===== src/rtl/ctrl_pkg.sv =====
// Shared types and opcode constants for the WISC control pipeline.
package ctrl_pkg;

  localparam int RD_W = 4;

  localparam logic [3:0] OP_LW  = 4'h8;
  localparam logic [3:0] OP_SW  = 4'h9;
  localparam logic [3:0] OP_LLB = 4'hA;
  localparam logic [3:0] OP_LHB = 4'hB;
  localparam logic [3:0] OP_B   = 4'hC;
  localparam logic [3:0] OP_BR  = 4'hD;
  localparam logic [3:0] OP_HLT = 4'hF;

  typedef struct packed {
    logic            valid;
    logic            alusrc;
    logic            memread;
    logic            memwrite;
    logic            loadbyte;
    logic            memtoreg;
    logic            regwrite;
    logic            is_hlt;
    logic [RD_W-1:0] rd;
  } ctrl_t;

  localparam ctrl_t CTRL_BUBBLE = '{
    valid:    1'b0,
    alusrc:   1'b0,
    memread:  1'b0,
    memwrite: 1'b0,
    loadbyte: 1'b0,
    memtoreg: 1'b0,
    regwrite: 1'b0,
    is_hlt:   1'b0,
    rd:       {RD_W{1'b0}}
  };

  // A source operand conflicts only when the instruction actually reads it.
  function automatic logic src_hit(input logic used, input logic [RD_W-1:0] src,
                                   input logic [RD_W-1:0] dst);
    return used && (src == dst);
  endfunction

endpackage


===== src/rtl/ctrl_decode.sv =====
// Combinational opcode decode into ctrl_t plus source-register-use flags.
module ctrl_decode
  import ctrl_pkg::*;
#(
  parameter int INSTR_W = 16,
  parameter int REG_W   = RD_W
) (
  input  logic [INSTR_W-1:0] instr_i,
  input  logic               valid_i,
  output ctrl_t              ctrl_o,
  output logic               use_rs_o,
  output logic               use_rt_o,
  output logic               use_rd_o
);

  logic [3:0] op_s;

  assign op_s = instr_i[INSTR_W-1 -: 4];

  // Control bits and source usage; everything stays zero for a bubble.
  always_comb begin
    ctrl_o   = CTRL_BUBBLE;
    use_rs_o = 1'b0;
    use_rt_o = 1'b0;
    use_rd_o = 1'b0;
    if (valid_i) begin
      ctrl_o.valid    = 1'b1;
      ctrl_o.memread  = (op_s == OP_LW);
      ctrl_o.memwrite = (op_s == OP_SW);
      ctrl_o.loadbyte = (op_s == OP_LLB) || (op_s == OP_LHB);
      ctrl_o.memtoreg = (op_s == OP_LW);
      ctrl_o.alusrc   = (op_s inside {4'h4, 4'h5, 4'h6, OP_LW, OP_SW});
      ctrl_o.regwrite = !(op_s inside {OP_SW, OP_B, OP_BR, OP_HLT});
      ctrl_o.is_hlt   = (op_s == OP_HLT);
      ctrl_o.rd       = instr_i[3*REG_W-1 -: REG_W];
      case (op_s)
        4'h0, 4'h1, 4'h2, 4'h3, 4'h4, 4'h5, 4'h6, 4'h7: begin
          use_rs_o = 1'b1;
          use_rt_o = 1'b1;
        end
        OP_LW: use_rs_o = 1'b1;
        OP_SW: begin
          use_rs_o = 1'b1;
          use_rd_o = 1'b1;
        end
        OP_LLB, OP_LHB: use_rd_o = 1'b1;
        default: begin
          use_rs_o = 1'b0;
          use_rt_o = 1'b0;
          use_rd_o = 1'b0;
        end
      endcase
    end else begin
      ctrl_o = CTRL_BUBBLE;
    end
  end

endmodule


===== src/rtl/ctrl_pipe.sv =====
// WISC control pipeline: ID decode, ID/EX, EX/MEM, MEM/WB stage registers,
// load-use stall, flush and sticky halt. Optional CTRL_PERF_CNT_EN adds counters.
module ctrl_pipe
  import ctrl_pkg::*;
#(
  parameter int INSTR_W    = 16,
  parameter int REG_W      = RD_W,
  parameter int MEM_STAGES = 1
) (
  input  logic               clk,
  input  logic               rst,
  input  logic [INSTR_W-1:0] id_instr,
  input  logic               id_valid,
  input  logic               stall_ext,
  input  logic               flush,
  output logic               stall_req,
  output logic               ex_alusrc,
  output logic               ex_memread,
  output logic               ex_memwrite,
  output logic               ex_loadbyte,
  output logic [REG_W-1:0]   ex_rd,
  output logic               mem_memread,
  output logic               mem_memwrite,
  output logic               wb_regwrite,
  output logic               wb_memtoreg,
  output logic [REG_W-1:0]   wb_rd,
  output logic               halted
`ifdef CTRL_PERF_CNT_EN
  ,
  output logic [15:0]        stall_cycles,
  output logic [15:0]        flush_cycles
`endif
);

  localparam int LAST = MEM_STAGES - 1;

  ctrl_t id_ctrl_s;
  logic  use_rs_s, use_rt_s, use_rd_s;
  logic  stall_req_s;
  logic  ex_v_s, mem_v_s, wb_v_s;

  ctrl_t idex_q, idex_d;
  ctrl_t exmem_q, exmem_d;
  ctrl_t memwb_q [MEM_STAGES];
  ctrl_t memwb_d [MEM_STAGES];
  logic  halted_q, halted_d;

  ctrl_decode #(.INSTR_W(INSTR_W), .REG_W(REG_W)) u_decode (
    .instr_i  (id_instr),
    .valid_i  (id_valid),
    .ctrl_o   (id_ctrl_s),
    .use_rs_o (use_rs_s),
    .use_rt_o (use_rt_s),
    .use_rd_o (use_rd_s)
  );

  // Load-use hazard: a load in EX whose destination feeds the ID instruction.
  assign stall_req_s = !halted_q && idex_q.valid && idex_q.memread &&
                       (src_hit(use_rs_s, id_instr[2*REG_W-1 -: REG_W], idex_q.rd) ||
                        src_hit(use_rt_s, id_instr[REG_W-1:0], idex_q.rd) ||
                        src_hit(use_rd_s, id_instr[3*REG_W-1 -: REG_W], idex_q.rd));

  // Stage advance with halt > stall_ext > flush > load-use stall priority.
  always_comb begin
    idex_d   = idex_q;
    exmem_d  = exmem_q;
    memwb_d  = memwb_q;
    halted_d = halted_q;
    if (halted_q) begin
      idex_d  = CTRL_BUBBLE;
      exmem_d = CTRL_BUBBLE;
      for (int i = 0; i < MEM_STAGES; i++) begin
        memwb_d[i] = CTRL_BUBBLE;
      end
    end else if (stall_ext) begin
      halted_d = halted_q;
    end else begin
      halted_d = memwb_q[LAST].valid && memwb_q[LAST].is_hlt;
      if (flush || stall_req_s) begin
        idex_d = CTRL_BUBBLE;
      end else begin
        idex_d = id_ctrl_s;
      end
      exmem_d    = idex_q;
      memwb_d[0] = exmem_q;
      for (int i = 1; i < MEM_STAGES; i++) begin
        memwb_d[i] = memwb_q[i-1];
      end
    end
  end

  // Stage and halt registers.
  always_ff @(posedge clk) begin
    if (rst) begin
      idex_q   <= CTRL_BUBBLE;
      exmem_q  <= CTRL_BUBBLE;
      halted_q <= 1'b0;
      for (int i = 0; i < MEM_STAGES; i++) begin
        memwb_q[i] <= CTRL_BUBBLE;
      end
    end else begin
      idex_q   <= idex_d;
      exmem_q  <= exmem_d;
      memwb_q  <= memwb_d;
      halted_q <= halted_d;
    end
  end

  // A halted core drives no control, even for instructions still in flight.
  assign ex_v_s  = idex_q.valid && !halted_q;
  assign mem_v_s = exmem_q.valid && !halted_q;
  assign wb_v_s  = memwb_q[LAST].valid && !halted_q;

  assign stall_req    = stall_req_s;
  assign ex_alusrc    = ex_v_s && idex_q.alusrc;
  assign ex_memread   = ex_v_s && idex_q.memread;
  assign ex_memwrite  = ex_v_s && idex_q.memwrite;
  assign ex_loadbyte  = ex_v_s && idex_q.loadbyte;
  assign ex_rd        = ex_v_s ? idex_q.rd : {REG_W{1'b0}};
  assign mem_memread  = mem_v_s && exmem_q.memread;
  assign mem_memwrite = mem_v_s && exmem_q.memwrite;
  assign wb_regwrite  = wb_v_s && memwb_q[LAST].regwrite;
  assign wb_memtoreg  = wb_v_s && memwb_q[LAST].memtoreg;
  assign wb_rd        = wb_v_s ? memwb_q[LAST].rd : {REG_W{1'b0}};
  assign halted       = halted_q;

`ifdef CTRL_PERF_CNT_EN
  logic [15:0] stall_cnt_q, stall_cnt_d;
  logic [15:0] flush_cnt_q, flush_cnt_d;
  logic        stall_take_s, flush_take_s;

  // A stall only counts when it actually inserted the bubble (flush wins).
  assign stall_take_s = stall_req_s && !flush && !stall_ext && !halted_q;
  assign flush_take_s = flush && !stall_ext && !halted_q;

  // Saturating event counters.
  always_comb begin
    stall_cnt_d = stall_cnt_q;
    flush_cnt_d = flush_cnt_q;
    if (stall_take_s && (stall_cnt_q != 16'hFFFF)) begin
      stall_cnt_d = stall_cnt_q + 16'd1;
    end else begin
      stall_cnt_d = stall_cnt_q;
    end
    if (flush_take_s && (flush_cnt_q != 16'hFFFF)) begin
      flush_cnt_d = flush_cnt_q + 16'd1;
    end else begin
      flush_cnt_d = flush_cnt_q;
    end
  end

  // Counter registers.
  always_ff @(posedge clk) begin
    if (rst) begin
      stall_cnt_q <= 16'd0;
      flush_cnt_q <= 16'd0;
    end else begin
      stall_cnt_q <= stall_cnt_d;
      flush_cnt_q <= flush_cnt_d;
    end
  end

  assign stall_cycles = stall_cnt_q;
  assign flush_cycles = flush_cnt_q;
`endif

endmodule

===== config.mk =====
export PLATFORM = sky130hd
export DESIGN_NAME = ctrl_pipe
export DESIGN_NICKNAME = d
export VERILOG_FILES = /design/src/rtl/ctrl_pkg.sv /design/src/rtl/ctrl_decode.sv /design/src/rtl/ctrl_pipe.sv
export SDC_FILE = /design/constraint.sdc
export NUM_CORES = 1
export LEC_CHECK = 0
export BUFFER_PORTS_ARGS = -buffer_cell sky130_fd_sc_hd__buf_2
export CORE_UTILIZATION = 35
export DETAILED_ROUTE_END_ITERATION = 12
export GPL_TIMING_DRIVEN = 0
export SLEW_MARGIN = 40
export SYNTH_ARGS = -nofsm -noshare
export SYNTH_HDL_FRONTEND = slang
export SYNTH_SLANG_ARGS = --single-unit

===== constraint.sdc =====
create_clock -name clk -period 4.65 [get_ports clk]
set_clock_uncertainty 0.1 [all_clocks]
set_input_delay 0.2325 -clock clk [delete_from_list [all_inputs] [get_ports clk]]
set_output_delay 0.2325 -clock clk [all_outputs]
set_load 0.1 [all_outputs]

### Word level (Yosys, flattened, before mapping)

Cells that the tools add are included.

| operators by class | value |
|---|---|
| add/subtract/negate cells | 0 |
| multipliers | 0 |
| div/mod/pow operators | 0 |
| magnitude comparators | 0 |
| equal/unequal tests | 17 |
| shift-type cells | 0 |
| muxes and demuxes | 12 |
| bitwise logic cells | 0 |
| reduce and logical (&&, ||, !) cells | 29 |

Operators by type and width:

| operator | count |
|---|---|
| equality test 4 bit, second input constant | 7 |
| two-way mux 12 bit | 2 |
| equality test 4 x 3 -> 1 bit, second input constant | 4 |
| logical AND 1 bit | 16 |
| equality test 4 bit | 3 |
| OR reduction 10 bit | 1 |
| equality test 4 x 2 -> 1 bit, second input constant | 2 |
| two-way mux 1 bit | 8 |
| two-way mux 4 bit | 2 |
| OR reduction 8 bit | 1 |
| nonzero test 5 bit | 1 |
| equality test 4 x 1 -> 1 bit, second input constant | 1 |
| zero test 4 bit | 1 |
| logical OR 1 bit | 4 |
| nonzero test 4 bit | 1 |
| OR reduction 3 bit | 1 |
| zero test 1 bit | 2 |
| OR reduction 2 bit | 1 |

| word-level totals | value |
|---|---|
| register bits after elaboration | 31 |
| latch bits | 0 |
| memory bits (writable) | 0 |
| memory bits (read-only) | 0 |
| input port bits | 21 |
| output and inout port bits | 18 |
| word-level logic and storage cells | 80 |
| memories | 0 |

### Longest topological paths before layout

| logic depth | value |
|---|---|
| depth after elaboration | 10 |
| gate-level depth with buffers | 6 |

### Modules after synthesis

A second synthesis with hierarchy kept.

| second synthesis, totals | value |
|---|---|
| cell total of the unflattened synthesis | 159 |
| area total of the unflattened synthesis | 1554.0 µm² |

By module, submodules not included:

| module | instances | cells each | area each (µm²) | seq. area each (µm²) |
|---|---|---|---|---|
| ctrl_pipe | 1 | 134 | 1393.8 | 620.6 |
| ctrl_decode | 1 | 25 | 160.2 | 0.0 |

### Worst setup path after synthesis

No wires, ideal clock.

| timing | value |
|---|---|
| path kind | reg2out |
| from | register halted_q (netlist: halted) |
| to | output stall_req |
| arrival time | 2646 ps |
| required time | 4318 ps |
| path slack | 1671 ps |
| cell stages (with the launch flop) | 4 |
| cell sequence | dfxtp_1 and4b_1 nand4_1 o21bai_1 |

| between the ends | value |
|---|---|
| longest elaborated chain between the ends | 4 |

RTL lines:

| what | RTL line | RTL |
|---|---|---|
| start, declared | ctrl_pipe.sv:46 | `logic halted_q, halted_d;` |
| start signal, assigned | ctrl_pipe.sv:105 | `halted_q <= halted_d;` |
| zero test 1 bit | ctrl_pipe.sv:58 | `assign stall_req_s = !halted_q && idex_q.valid && idex_q.memread &&` |
| logical AND 1 bit (3 in a row) | ctrl_pipe.sv:58 |  |
| end, declared | ctrl_pipe.sv:16 | `output logic stall_req,` |

No other way between the ends.

### Final worst setup path

Ends and elaborated chain as after synthesis.

==> flow_metrics.py <==
metrics = {
    "outcome": {
        "outcome": "finished, final reports clean",
    },
    "synthesis": {
        "post-synth-top-count-cell": "dfxtp_1",
        "synthCells": 158,
        "synth_ff_type": "dfxtp_1",
        "synth_nets": 179,
        "synth_seq_cells": 29,
        "syn_avg_cell_area_sq_um": 9.115,
        "ys_types": 31,
        "synth_top_cell_by_area": "dfxtp_1",
        "yosysSeqAreaShare_pct": 40.31,
        "postSynth.asyncResetShare_pct": 0,
        "synthTopCellsByCount": "29 x dfxtp_1, 22 x nor2_1, 17 x mux2i_1",
        "synth_top_area_share_pct": 40.31,
        "synth-edff-count": 0,
        "yosys-top-cells-area": "dfxtp_1 40%, mux2i_1 12%, xnor2_1 7.3%",
        "syn_area_sq_um": 1440,
        "yosysWarningCount": 0,
    },
    "global_routing": {
        "grt-ovfl-total": 0,
        "grtUsageTotal_pct": 15.73,
        "grt_max_degree": 11,
        "first_global_vias": 1101,
        "antenna_found_initial": 0,
        "grt_first_pass_wirelength_um": 4919,
    },
    "timing": {
        "clock.fmax_ghz": 0.4031,
        "timing.slew.headroom_pct": 67.50,
        "tns_ns": 0,
        "rsz0062_at_grt": "false",
        "final.period_utilization_pct": 53.35,
        "slew_violations": 0,
        "fin_crit_ns": 2.481,
        "worst_slew_pin_slew_ns": 0.4908,
        "setup_viol": 0,
        "finalHoldViolations": 0,
    },
    "clocking": {
        "cts-root-buf": "clkbuf_8",
        "ctsResizeCount": 0,
        "post_cts_buffers": 0,
        "cts_tree": "done",
        "clock_sinks": 29,
        "cts_max_level": 2,
        "cts.path.max_buffers": 2,
        "path_clk_slew_ns": 0.06,
        "cts_buffers": 5,
        "clk_latency_ns": 0.28,
        "hold_buffers": 0,
    },
    "routing": {
        "antenna_left": 0,
        "wl_per_cell_um": 11.86,
        "dr.pass1.iters": 4,
        "drt_iter0_drc": 40,
        "drc": 0,
        "vias_per_cell": 4.753,
        "wirelength_um": 2976,
        "vias": 1193,
    },
    "power_and_ir_drop": {
        "combPwrFrac_pct": 10.0,
        "power.internal_w": 0.0003769,
        "p_per_area_nw_per_um2": 280.8,
        "switching_share_pct": 24.07,
        "clockPowerShare_pct": 39.0,
        "leakagePower_nw": 0.8110,
        "seq_power_share_pct": 51.0,
        "vdd_ir_drop_max_mv": 0.1393,
        "p_sw_w": 0.0001195,
    },
    "final_layout": {
        "syn2layout_area_growth_pct": 22.76,
        "nFillCells": 396,
        "drive_above_1_share_pct": 28.08,
        "antenna_cells": 0,
        "final_cell_area_sq_um": 1768,
        "nNetsFinal": 223,
    },
    "setup_path": {
        "cp_data_arrival_time_ns": 2.15,
        "worstSetupPathType": "reg -> out",
        "path_buf_inv": 1,
        "cp-start-kind": "flop",
        "crit_chain": "and4b_1 -> nand2_1 -> o32ai_4 -> o21bai_1 -> buf_2",
        "endpoint_kind": "output pin",
        "max_stage_delay_ns": 0.44,
        "required_ns": 4.32,
        "cp_top_family": "compound AO/OA/AOI/OAI gates",
        "critPathMaxFanout": 9,
        "critPathSlowestCell": "buf_2",
    },
    "floorplanning": {
        "start_util_pct": 37.91,
        "dieHeight_um": 66.15,
        "core_sq_um": 3799,
        "io_pins": 39,
        "die_x_um": 66.15,
        "dieArea_sq_um": 4375,
        "rows": 22,
    },
    "placed_design": {
        "dp_hpwl_um": 2342,
        "placed_area_sq_um": 1685,
        "gp_congestion": 0.7777,
        "placement.io_buffers": 37,
    },
    "worst_hold_path": {
        "hold_path_class": "in -> reg",
    },
    "run": {
        "drv_cap": 0,
    },
}
==> placed cells by master, fill, tap and decap left out <==
cell type	count
clkbuf_8	5
o32ai_4	1
nor2_1	22
a31oi_1	1
and3b_1	1
o2111ai_1	1
o41ai_2	1
and4b_1	1
mux2i_1	17
or2_1	1
and2_1	15
o21ai_0	4
o31ai_1	8
nand3_1	3
buf_2	41
inv_1	5
buf_6	1
nand2b_1	2
o21ba_2	1
nor2b_1	1
dfxtp_1	29
nand4_1	1
a21oi_1	1
nand2_1	15
xnor2_1	12
clkinv_2	2
clkbuf_1	3
and3b_2	1
o21ai_2	1
clkbuf_2	2
nor4b_4	1
and2b_1	2
o21bai_1	1
==> logic make-up (layout without fill, tap and decap cells) <==
kind of cell | after synthesis | after routing | synth area share [%]
DFF | 29 | 29 | 40.31
and+or+nand+nor | 66 | 66 | 24.07
xor gates and xnor gates | 12 | 12 | 7.298
muxes | 17 | 17 | 11.82
AOI/OAI and AO/OA | 20 | 20 | 11.82
buffers and inverters | 14 | 59 | 4.692
==> through the flow <==
step	total power [W]	hold WS, ns	std cells	util (%)	setup slack [ns]
after detailed placement	0.0003087	0.3136	243	44.37	2.459
after floorplan	0.0002900	0.2049	158	-	1.671
after CTS	0.0005039	0.01055	251	46.54	2.148
final	0.0004964	0.01623	251	46.54	2.169
after global routing	0.0005256	0.006901	251	46.54	2.023
after global placement	0.0003071	0.3029	243	44.37	2.480
==> cell type report <==
| type | count | area (sq um) | area share, % |
|---|---|---|---|
| buffer | 9 | 48.80 | 2.760 |
| clock buffer | 6 | 72.57 | 4.105 |
| clock inverter | 2 | 10.01 | 0.5662 |
| inverter | 5 | 18.77 | 1.062 |
| multi-input combinational | 115 | 792.0 | 44.80 |
| sequential | 29 | 580.6 | 32.84 |
| tap | 48 | 60.06 | 3.397 |
| timing repair buffer | 37 | 185.2 | 10.47 |
==> power by group through the flow <==
| stage | logic [W] | clock network [W] | registers, W |
|---|---|---|---|
| 2_1_floorplan | 0.0000321 | 0 | 0.000258 |
| 3_3_place_gp | 0.0000488 | 0 | 0.000258 |
| 3_5_place_dp | 0.0000502 | 0 | 0.000258 |
| 4_1_cts | 0.0000503 | 0.000201 | 0.000253 |
| 5_1_grt | 0.0000547 | 0.000218 | 0.000253 |
| 6_report | 0.0000498 | 0.000194 | 0.000253 |
==> final timing paths <==
check / start / to / slack (ns) / depth (start not counted)
min: rst / halted / 0.02 / 2
min reg2reg: idex_q[7] / idex_q[7] / 0.35 / 2
max: halted / stall_req / 2.17 / 5
max reg2reg: halted / idex_q[5] / 2.91 / 5
==> metal layers <==
metal,up-vias,GRT usage [%],wire (um)
li1,620,-,-
met1,532,17.31,1378
met2,36,25.77,1337
met3,5,6.034,204
met4,0,8.777,55
met5,-,0,0
==> sequential cells by signal, indices dropped and copies added, names as in the netlist <==
| register | flops |
|---|---|
| halted | 1 |
| exmem_q | 9 |
| idex_q | 11 |
| memwb_q | 8 |
Note: power is estimated with default switching activity, not from simulation.
